<file path="src/rtl/shiftreg_pkg.sv">
// Shared types and limits for the shiftreg serial transmitter family.
package shiftreg_pkg;

    typedef enum logic {
        IDLE  = 1'b0,
        SHIFT = 1'b1
    } state_t;

    localparam int CNT_W     = 15;
    localparam int MAX_WIDTH = 16384;

endpackage

</file>
<file path="src/rtl/shiftreg_tx.sv">
// Parallel-to-serial transmitter: one-word holding buffer feeding an MSB-first shifter.
// Optional even-parity bit after the LSB when SHIFTREG_TX_PARITY_EN is defined.
module shiftreg_tx
    import shiftreg_pkg::*;
#(
    parameter int WIDTH = 32
) (
    input  logic             clk,
    input  logic             rst,
    input  logic [WIDTH-1:0] datain,
    input  logic             load,
    output logic             ready,
    output logic             databit,
    output logic             frame,
    output logic             busy
);

`ifdef SHIFTREG_TX_PARITY_EN
    localparam int FRAME_LEN = WIDTH + 1;
`else
    localparam int FRAME_LEN = WIDTH;
`endif

    localparam logic [CNT_W-1:0] LAST_CNT = CNT_W'(FRAME_LEN - 1);

    state_t             state_reg, state_next;
    logic [CNT_W-1:0]   cnt_reg, cnt_next;
    logic [WIDTH-1:0]   shreg_reg, shreg_next;
    logic [WIDTH-1:0]   buf_reg, buf_next;
    logic               buf_valid_reg, buf_valid_next;
    logic               ready_reg;
`ifdef SHIFTREG_TX_PARITY_EN
    logic               parity_reg, parity_next;
`endif

    logic accept;
    logic last_bit;

    assign accept   = load && ready_reg;
    assign last_bit = (cnt_reg == LAST_CNT);

    always_ff @(posedge clk or negedge rst) begin
        if (!rst) begin
            state_reg     <= IDLE;
            cnt_reg       <= '0;
            shreg_reg     <= '0;
            buf_reg       <= '0;
            buf_valid_reg <= 1'b0;
            ready_reg     <= 1'b1;
`ifdef SHIFTREG_TX_PARITY_EN
            parity_reg    <= 1'b0;
`endif
        end else begin
            state_reg     <= state_next;
            cnt_reg       <= cnt_next;
            shreg_reg     <= shreg_next;
            buf_reg       <= buf_next;
            buf_valid_reg <= buf_valid_next;
            // Registered copy keeps ready free of any path from load.
            ready_reg     <= !buf_valid_next;
`ifdef SHIFTREG_TX_PARITY_EN
            parity_reg    <= parity_next;
`endif
        end
    end

    always_comb begin
        state_next     = state_reg;
        cnt_next       = cnt_reg;
        shreg_next     = shreg_reg;
        buf_next       = buf_reg;
        buf_valid_next = buf_valid_reg;
`ifdef SHIFTREG_TX_PARITY_EN
        parity_next    = parity_reg;
`endif

        // accept and transfer are exclusive: transfer needs buf_valid, accept needs ready.
        if (accept) begin
            buf_next       = datain;
            buf_valid_next = 1'b1;
        end

        case (state_reg)
            IDLE: begin
                if (buf_valid_reg) begin
                    state_next     = SHIFT;
                    shreg_next     = buf_reg;
                    cnt_next       = '0;
                    buf_valid_next = 1'b0;
`ifdef SHIFTREG_TX_PARITY_EN
                    parity_next    = ^buf_reg;
`endif
                end
            end
            SHIFT: begin
                if (last_bit) begin
                    cnt_next = '0;
                    if (buf_valid_reg) begin
                        shreg_next     = buf_reg;
                        buf_valid_next = 1'b0;
`ifdef SHIFTREG_TX_PARITY_EN
                        parity_next    = ^buf_reg;
`endif
                    end else begin
                        state_next = IDLE;
                        shreg_next = '0;
                    end
                end else begin
                    shreg_next = {shreg_reg[WIDTH-2:0], 1'b0};
                    cnt_next   = cnt_reg + 1'b1;
                end
            end
            default: begin
                state_next = IDLE;
            end
        endcase
    end

    assign busy  = (state_reg == SHIFT);
    assign frame = busy && (cnt_reg == '0);
    assign ready = ready_reg;

`ifdef SHIFTREG_TX_PARITY_EN
    assign databit = busy && ((cnt_reg == CNT_W'(WIDTH)) ? parity_reg : shreg_reg[WIDTH-1]);
`else
    assign databit = busy && shreg_reg[WIDTH-1];
`endif

endmodule

</file>
<file path="config.mk">
export PLATFORM = sky130hd
export DESIGN_NAME = shiftreg_tx
export DESIGN_NICKNAME = d
export VERILOG_FILES = /design/src/rtl/shiftreg_pkg.sv /design/src/rtl/shiftreg_tx.sv
export SDC_FILE = /design/constraint.sdc
export NUM_CORES = 1
export LEC_CHECK = 0
export CORE_MARGIN = 2
export CORE_UTILIZATION = 56
export CTS_CLUSTER_SIZE = 10
export DETAILED_ROUTE_END_ITERATION = 8
export PLACE_DENSITY = 0.79
export SLEW_MARGIN = 20
export SYNTH_ARGS = -nofsm -noshare
export SYNTH_HDL_FRONTEND = slang
export SYNTH_SLANG_ARGS = --single-unit
export TNS_END_PERCENT = 5
</file>
<file path="constraint.sdc">
create_clock -name clk -period 2.5 [get_ports clk]
set_clock_uncertainty 0.15 [all_clocks]
set_input_delay 0.5 -clock clk [delete_from_list [all_inputs] [get_ports clk]]
set_output_delay 0.5 -clock clk [all_outputs]
set_load 0.005 [all_outputs]
</file>
==> qor.csv, run 1 <==
metric,value,unit
dpl hpwl,4550,um
# DRC,0,
gr ovfl total,0,
clk root buf,clkbuf_8,
gr usage total,0.211,
Num CTS Buffers,9,
clk slew on worst S/H paths,0.08,ns
"Max FO, Critical Path",27,
DRT iter0 DRCs,233,
"delay-heaviest family, CP",compound AO/OA/AOI/OAI gates,
worst-margin pin slew,0.449,ns
die area,0.00710,sq mm
combinational cell fraction of total power,0.261,
Reg power frac,0.513,
Synth Register Bits,82,
Final Hold Vio Count,0,
status,finished clean,
GRT met1 Usage,0.306,
total net switching power,1.22,mW
WP buf/inv,2,
CTS tree,done,
vias in the first global route,2544,
CTS sink cnt,82,
initial antenna violation count,0,
"most common cell after layout, fill and taps aside",dfrtp_1,
Via density,6.13,
WL final,7120,um
internal power,2.99,mW
crit path max-delay cell type,or4_4,
share of cells above drive strength 1,0.225,
io pins,39,
Yosys Warn Count,0,
nature of the critical path startpoint,flop,
"Critical Path, Cell by Cell",or4_4 -> buf_4 -> o41a_4 -> buf_12 -> a221o_1,
Initial Utilization,0.575,
Crit. End Element,flop,
core area,0.00628,sq mm
Synth Net Count,328,
Cells after Synth,291,
max-cap viol count,0,
drt first pass iters,4,
Synth Cell Area,0.00361,sq mm
Die Width,84.3,um
nets@finish,378,
die height,84.3,um
slew margin rel.,0.701,
Final period util,0.971,
P_leak,2.08,nW
CTS max path bufs,2,
"Setup violations, final",0,
power per cell area,952,mW/mm^2
Synth-to-Final Area Change,22.4,%
met2 usage,0.323,
Avg WL per Cell,16.8,um
pin count of the biggest net entering global routing,49,
kind of critical path,reg -> reg,
Pwr Total,4.21,mW
Mean Syn Cell Area,12.4,sq um
max-slew violations,0,
# diodes,0,
fmax,412,MHz
Yosys cell types,38,
Setup TNS Final,0,ns
VDD IR-drop max,589,uV
RSZ-0062 raised after global routing,false,
GR met3 Demand/Resource,0.0462,
GPL Wtd Cong,0.893,
clock period minus worst slack,2.43,ns
std cell rows,29,
"Req. time, crit path",2.57,ns
Sw Ratio,0.289,
post-route ant nets,0,
first-pass GRT wire length,12100,um
"Seq/Total Area, Yosys",0.569,
"commonest non-fill, non-tap cells in the layout","dfrtp_1, and3_1, clkdlybuf4s50_1",
Hold WC Path Type,reg -> reg,
Worst-Skew Late Latency,0.34,ns
IO buf count,38,
via count,2594,
slowest cell delay on critical path,0.53,ns
"Arr. time, crit path",2.50,ns
global routing's busiest layer,met2,
CTS HTree Levels,3,
Clock Power Share,0.227,
final timing paths:
path                                    startpoint                   endpoint  slack (ns)  cells after the start
max                         cnt_reg[6]$_DFFE_PN0P_  shreg_reg[26]$_DFFE_PN0P_        0.07                      5
min                        buf_reg[23]$_DFFE_PN0P_    buf_reg[23]$_DFFE_PN0P_        0.35                      1
max reg2reg                 cnt_reg[6]$_DFFE_PN0P_  shreg_reg[26]$_DFFE_PN0P_        0.07                      5
min reg2reg                buf_reg[23]$_DFFE_PN0P_    buf_reg[23]$_DFFE_PN0P_        0.35                      1
max in group asynchronous                      rst     buf_reg[9]$_DFFE_PN0P_        1.10                      3
min in group asynchronous                      rst  shreg_reg[19]$_DFFE_PN0P_        0.50                      2
layer usage:
metal,up-vias,part of all wire
li1,1210,-
met1,1317,0.47
met2,65,0.47
met3,2,0.048
met4,0,0.0041
met5,-,0
timing repair:
action,CTS,global route
hold buffers,1,0
setup buffers,2,4
pin swaps,2,1
endpoints found under the setup margin,1,12
resized for setup,2,0
hold endpoints to repair,33,0
cell usage after synthesis:
cell type | n | area, sq um
a21oi_1 | 4 | 20.0
clkbuf_1 | 14 | 52.6
a221o_1 | 32 | 320
or4_4 | 2 | 22.5
nand2b_1 | 1 | 6.26
xor2_1 | 1 | 8.76
dfrtp_1 | 81 | 2030
nand2_1 | 18 | 67.6
buf_6 | 4 | 45.0
nor3_1 | 1 | 5.00
or3_1 | 1 | 6.26
dfstp_2 | 1 | 26.3
or2_2 | 1 | 6.26
and3_1 | 37 | 231
o211a_1 | 1 | 10.0
mux2i_1 | 1 | 10.0
ha_1 | 2 | 25.0
nor2_1 | 6 | 22.5
or4_1 | 3 | 22.5
nand4_1 | 2 | 12.5
and2_1 | 1 | 6.26
o41ai_2 | 1 | 16.3
buf_2 | 4 | 20.0
o211ai_1 | 4 | 30.0
a41oi_1 | 3 | 26.3
o41a_4 | 1 | 21.3
o21a_1 | 1 | 7.51
a32oi_1 | 1 | 8.76
nor4_1 | 1 | 6.26
o31ai_1 | 1 | 7.51
inv_1 | 4 | 15.0
mux2_2 | 32 | 360
or3b_2 | 1 | 8.76
a31oi_1 | 3 | 18.8
nand3_1 | 10 | 50.1
a32o_1 | 1 | 10.0
o21ai_0 | 8 | 40.0
and4_1 | 1 | 8.76
final cells by class:
type | count | area (sq um)
timing repair buffer | 61 | 614
clock buffer | 12 | 145
clock inverter | 4 | 51.3
tap | 77 | 96.3
multi-input combinational | 183 | 1440
sequential | 82 | 2050
fill | 439 | 1860
inverter | 4 | 15.0
metrics by stage:
stage	util	std cells	hold WS, ns	area (sq um)	setup WS, ns
CTS	0.699	419	0.355	4390	0.0367
finish	0.704	423	0.353	4420	0.0722
global route	0.704	423	0.372	4420	0.00237
global placement	0.663	400	0.328	4160	0.187
floorplan	-	291	0.0544	3610	0.222
detailed placement	0.663	400	0.332	4160	0.155
kinds of logic (layout without fill, tap and decap cells):
family | after synthesis | in the layout | synth area share
and+or+nand+nor | 86 | 86 | 0.134
muxes | 33 | 33 | 0.103
buffers and inverters | 26 | 81 | 0.0367
AOI/OAI and AO/OA | 61 | 61 | 0.149
xor gates and xnor gates | 1 | 1 | 0.00243
adders and majority gates | 2 | 2 | 0.00693
DFF | 82 | 82 | 0.569
power by group through the flow:
stage / Sequential [mW] / Clock, mW / Combinational, mW
after detailed placement: 2.16 / 0 / 1.08
after floorplan: 2.06 / 0 / 0.753
after global placement: 2.14 / 0 / 1.02
after CTS: 2.15 / 0.972 / 1.09
after global routing: 2.21 / 1.03 / 1.23
final: 2.16 / 0.953 / 1.10
Note: power is estimated with default switching activity, not from simulation.
==> run 2, diff against run 1 <==
--- a/config.mk
+++ b/config.mk
@@ -5,7 +5,6 @@
 export SDC_FILE = /design/constraint.sdc
 export NUM_CORES = 1
 export LEC_CHECK = 0
-export CORE_MARGIN = 2
 export CORE_UTILIZATION = 56
 export CTS_CLUSTER_SIZE = 10
 export DETAILED_ROUTE_END_ITERATION = 8
==> qor.csv, run 2 (synthesis gave the netlist of run 1 again) <==
metric,value,unit,change
status,finished clean,,
power per cell area,986,mW/mm^2,+3.6%
Hold WC Path Type,reg -> reg,,
Final Hold Vio Count,0,,unchanged
nets@finish,376,,-0.53%
CTS max path bufs,2,,unchanged
slowest cell delay on critical path,0.55,ns,+0.02 ns
crit path max-delay cell type,or4_4,,
vias in the first global route,2633,,+3.5%
DRT iter0 DRCs,191,,-18%
CTS HTree Levels,3,,unchanged
gr ovfl total,0,,unchanged
initial antenna violation count,0,,unchanged
Final period util,0.994,,+0.0230
"Arr. time, crit path",2.58,ns,+0.08 ns
hold slack,0.355,ns,+0.00173 ns
"Req. time, crit path",2.60,ns,+0.03 ns
hold path start,buf_reg[27]$_DFFE_PN0P_,,
io pins,39,,unchanged
WP buf/inv,2,,unchanged
P_leak,2.08,nW,about the same
clock period minus worst slack,2.49,ns,+0.0575 ns
via count,2673,,+3.0%
Pwr Total,4.34,mW,+3.3%
Via density,6.38,,+4.0%
gr usage total,0.251,,+0.0403
Die Width,82.3,um,-2.4%
IO buf count,38,,unchanged
max-cap viol count,0,,unchanged
dpl hpwl,4770,um,+4.7%
"most common cell after layout, fill and taps aside",dfrtp_1,,
Inst Count DP,399,,-0.25%
CTS tree,done,,
VDD IR-drop max,572,uV,-2.8%
Setup WS pre-CTS,0.151,ns,-0.00439 ns
worst-margin pin slew,0.490,ns,+0.0415 ns
"delay-heaviest family, CP",compound AO/OA/AOI/OAI gates,,
die area,0.00677,sq mm,-4.7%
Avg WL per Cell,18.0,um,+6.9%
clk slew on worst S/H paths,0.09,ns,about the same
Crit. Startpoint,cnt_reg[13]$_DFFE_PN0P_,,
share of cells above drive strength 1,0.233,,+0.00712
post-route ant nets,0,,unchanged
kind of critical path,reg -> reg,,
"Setup violations, final",0,,unchanged
CTS sink cnt,82,,unchanged
Final Core Density,0.727,,+0.0233
GPL Wtd Cong,0.819,,-8.3%
Worst-Skew Late Latency,0.36,ns,+0.02 ns
first-pass GRT wire length,12500,um,+3.1%
setup ws final,0.0147,ns,-0.0575 ns
Synth-to-Final Area Change,22.1,%,
core area,0.00606,sq mm,-3.4%
# DRC,0,,unchanged
Crit. End Element,flop,,
WL final,7550,um,+5.9%
non-filler instance count after layout,419,,-0.95%
nature of the critical path startpoint,flop,,
Worst R2R Start,cnt_reg[13]$_DFFE_PN0P_,,
Initial Utilization,0.596,,+0.0205
# diodes,0,,unchanged
slew margin rel.,0.673,,-0.0276
drt first pass iters,4,,unchanged
pin count of the biggest net entering global routing,64,,+31%
std cell rows,28,,-3.4%
clk root buf,clkbuf_8,,
Num CTS Buffers,9,,unchanged
"Critical Path, Cell by Cell",or4_4 -> buf_4 -> o41a_4 -> buf_12 -> a221o_1,,
fmax,402,MHz,-2.3%
die height,82.3,um,-2.4%
"Max FO, Critical Path",30,,+11%
max-slew violations,0,,unchanged
"commonest non-fill, non-tap cells in the layout","dfrtp_1, and3_1, clkdlybuf4s50_1",,
## run 2: cell count changes in the layout (fill, tap and decap cells not counted)
cell / previous run / this run
dlygate4sd2_1: 1 / 0
clkbuf_8: 10 / 12
clkbuf_2: 0 / 1
clkbuf_1: 2 / 0
nor2_2: 1 / 2
clkinv_4: 1 / 0
bufinv_16: 1 / 2
buf_12: 5 / 2
nor2_1: 5 / 4
buf_6: 0 / 1
## run 2: final timing paths
kind / end / slack [ns] / cells past startpoint
hold / removal: buf_reg[27]$_DFFE_PN0P_ / 0.36 / 1
min in group asynchronous: buf_reg[19]$_DFFE_PN0P_ / 0.43 / 2
setup reg to reg: shreg_reg[19]$_DFFE_PN0P_ / 0.01 / 5
setup / recovery: shreg_reg[19]$_DFFE_PN0P_ / 0.01 / 5
max in group asynchronous: shreg_reg[12]$_DFFE_PN0P_ / 1.16 / 3
hold reg to reg: buf_reg[27]$_DFFE_PN0P_ / 0.36 / 1
## run 2: where the power goes
part | switching [mW] | internal (mW)
logic | 0.415 | 0.630
registers | 0.350 | 1.83
clock network | 0.472 | 0.643
## run 2: layout make-up
| cell class | count | area, sq um |
|---|---|---|
| timing repair buffer | 59 | 562 |
| tap | 75 | 93.8 |
| inverter | 4 | 15.0 |
| sequential | 82 | 2050 |
| clock buffer | 12 | 165 |
| fill | 415 | 1650 |
| multi-input combinational | 183 | 1450 |
| clock inverter | 4 | 72.6 |
## run 2: layer usage
layer  vias to the layer above  part of all wire  GRT usage
li1                       1212                 -          -
met1                      1356              0.44      0.330
met2                        87              0.49      0.395
met3                        18             0.048     0.0505
met4                         0             0.023      0.128
met5                         -                 0          0
## run 2: per-stage QoR
stage	instance area [sq um]	setup TNS, ns
2_1_floorplan	3610	0
3_3_place_gp	4130	0
3_5_place_dp	4130	0
4_1_cts	4390	0
5_1_grt	4410	-0.0107
6_report	4410	0
## run 2: timing repair
item,4_1_cts,5_1_grt
resized for setup,3,3
hold endpoints to repair,18,0
setup endpoints to repair,1,4
setup buffers,1,2
pin swaps,1,1
hold buffers,1,0
==> run 3, diff against run 2 <==
--- a/config.mk
+++ b/config.mk
@@ -5,10 +5,11 @@
 export SDC_FILE = /design/constraint.sdc
 export NUM_CORES = 1
 export LEC_CHECK = 0
-export CORE_UTILIZATION = 56
+export CORE_UTILIZATION = 58
+export CTS_BUF_LIST = sky130_fd_sc_hd__clkbuf_8
 export CTS_CLUSTER_SIZE = 10
 export DETAILED_ROUTE_END_ITERATION = 8
-export PLACE_DENSITY = 0.79
+export PLACE_DENSITY = 0.82
 export SLEW_MARGIN = 20
 export SYNTH_ARGS = -nofsm -noshare
 export SYNTH_HDL_FRONTEND = slang
==> qor.csv, run 3 (synthesis gave the netlist of run 1 again) <==
metric,value,unit,change
slew margin rel.,0.629,,-0.0445
Final Core Density,0.747,,+0.0202
slowest cell delay on critical path,0.63,ns,+0.08 ns
internal power,2.99,mW,-3.6%
Clock Power Share,0.230,,-0.027
kind of critical path,reg -> reg,,
worst-margin pin slew,0.557,ns,+0.0668 ns
"Req. time, crit path",2.59,ns,about the same
CTS max path bufs,2,,unchanged
max-slew violations,0,,unchanged
Reg power frac,0.505,,+0.002
total net switching power,1.26,mW,+1.5%
post-route cell area,0.00445,sq mm,+0.99%
clk slew on worst S/H paths,0.08,ns,about the same
clk root buf,clkbuf_8,,
"Critical Path, Cell by Cell",or4_4 -> buf_4 -> o41a_4 -> a221o_1,,
Synth-to-Final Area Change,23.3,%,
Reg2Reg Depth,4,,-1
Fill cells,414,,-0.24%
Initial Utilization,0.606,,+0.0105
Crit. End Element,flop,,
status,finished clean,,
"most common cell after layout, fill and taps aside",dfrtp_1,,
max-cap viol count,0,,unchanged
# DRC,0,,unchanged
pin count of the biggest net entering global routing,47,,-27%
GPL Wtd Cong,0.876,,+7.0%
critical path depth,4,,-1
met2 usage,0.385,,-0.0102
initial antenna violation count,0,,unchanged
VDD IR-drop max,563,uV,-1.6%
gr ovfl total,0,,unchanged
GRT met1 Usage,0.349,,+0.0193
fmax,406,MHz,+0.80%
core area,0.00596,sq mm,-1.7%
CTS sink cnt,82,,unchanged
nets@finish,380,,+1.1%
io pins,39,,unchanged
"commonest non-fill, non-tap cells in the layout","dfrtp_1, and3_1, clkdlybuf4s50_1",,
P_leak,2.09,nW,+0.86%
die height,80.9,um,-1.7%
Die Width,80.9,um,-1.7%
post-route ant nets,0,,unchanged
Num CTS Buffers,9,,unchanged
DRT iter0 DRCs,314,,+64%
"Setup violations, final",0,,unchanged
dpl hpwl,4500,um,-5.6%
Crit. Startpoint,cnt_reg[5]$_DFFE_PN0P_,,
WP buf/inv,1,,-1
drt first pass iters,5,,+1
GR met3 Demand/Resource,0.0528,,+0.00226
"Max FO, Critical Path",23,,-23%
WL final,8140,um,+7.8%
crit path max-delay cell type,o41a_4,,
Hold WC Path Type,reg -> reg,,
Worst R2R Start,cnt_reg[5]$_DFFE_PN0P_,,
"delay-heaviest family, CP",compound AO/OA/AOI/OAI gates,,
Via density,6.46,,+1.2%
global routing's busiest layer,met2,,
die area,0.00654,sq mm,-3.4%
power per cell area,955,mW/mm^2,-3.1%
std cell rows,28,,unchanged
clock period minus worst slack,2.47,ns,-0.0196 ns
IO buf count,38,,unchanged
share of cells above drive strength 1,0.230,,-0.00267
gr usage total,0.253,,+0.00210
vias in the first global route,2497,,-5.2%
Sw Ratio,0.295,,+0.0106
combinational cell fraction of total power,0.265,,+0.024
"Arr. time, crit path",2.55,ns,-0.03 ns
Worst-Skew Late Latency,0.35,ns,about the same
non-filler instance count after layout,423,,+0.95%
Avg WL per Cell,19.2,um,+6.8%
via count,2732,,+2.2%
area of the multi-input gates,0.00151,sq mm,+4.3%
Area after DPL,0.00414,sq mm,+0.30%
Sequential Area,0.00205,sq mm,unchanged
# diodes,0,,unchanged
Final period util,0.986,,-0.00785
CTS HTree Levels,3,,unchanged
"reg-to-reg slack, setup",0.03,ns,+0.02 ns
first-pass GRT wire length,12300,um,-1.7%
nature of the critical path startpoint,flop,,
Worst Setup EP,shreg_reg[7]$_DFFE_PN0P_,,
CTS tree,done,,
Inst Count DP,399,,unchanged
reg2reg end,shreg_reg[7]$_DFFE_PN0P_,,
Final Hold Vio Count,0,,unchanged
==> run 3: cell count changes in the layout (fill, tap and decap cells not counted), sizes merged <==
cell,previous run,this run
clkdlybuf4s15,0,1
buf,21,22
inv,4,7
clkinvlp,1,0
clkbuf,13,11
o41a,1,4
bufinv,2,1
==> run 3: layout make-up <==
cell class | instances | share of cell area
Tap cell | 75 | 0.0211
Clock buffer | 11 | 0.0340
Sequential cell | 82 | 0.461
Clock inverter | 5 | 0.0104
Multi-Input combinational cell | 186 | 0.339
Inverter | 4 | 0.00337
Timing Repair Buffer | 60 | 0.131
==> run 3: what timing repair did <==
item                                    in CTS  in global routing
endpoints found under the hold margin        8                  0
setup buffers                                4                  0
pin swaps                                    4                  5
cloned                                       0                  3
resized for setup                            2                  6
hold buffers                                 1                  0
endpoints found under the setup margin       1                 41
==> run 3: power groups by stage <==
stage          registers, mW  logic [mW]  clock network, mW
2_1_floorplan           2.06       0.753                  0
3_3_place_gp            2.13        1.00                  0
3_5_place_dp            2.16        1.05                  0
4_1_cts                 2.14        1.08              0.977
5_1_grt                 2.21        1.23               1.04
6_report                2.15        1.13              0.977
==> run 3: per-stage QoR <==
stage                     hold WS, ns  setup TNS (ns)  setup slack (ns)  total power, mW
final                           0.352               0            0.0343             4.25
after global routing            0.370        -0.00382          -0.00382             4.49
after CTS                       0.353         -0.0833           -0.0526             4.20
after detailed placement        0.337               0            0.0805             3.21
after global placement          0.326               0             0.128             3.14
after floorplan                0.0544               0             0.222             2.81
==> run 3: how the worst min path moves through the flow <==
stage / startpoint / to / slack, ns / cells past startpoint
final: buf_reg[17]$_DFFE_PN0P_ / buf_reg[17]$_DFFE_PN0P_ / 0.35 / 1
after global routing: buf_reg[17]$_DFFE_PN0P_ / buf_reg[17]$_DFFE_PN0P_ / 0.37 / 1
after CTS: buf_reg[17]$_DFFE_PN0P_ / buf_reg[17]$_DFFE_PN0P_ / 0.35 / 1
after detailed placement: buf_reg[17]$_DFFE_PN0P_ / buf_reg[17]$_DFFE_PN0P_ / 0.34 / 1
after global placement: shreg_reg[0]$_DFFE_PN0P_ / shreg_reg[0]$_DFFE_PN0P_ / 0.33 / 1
after floorplan: rst / buf_reg[0]$_DFFE_PN0P_ / 0.05 / 0
==> run 3: layer usage <==
| layer | vias to the layer above | wire (um) |
|---|---|---|
| met3 | 27 | 449 |
| met2 | 116 | 3870 |
| met4 | 0 | 238 |
| met1 | 1362 | 3580 |
| met5 | - | 0 |
| li1 | 1227 | - |
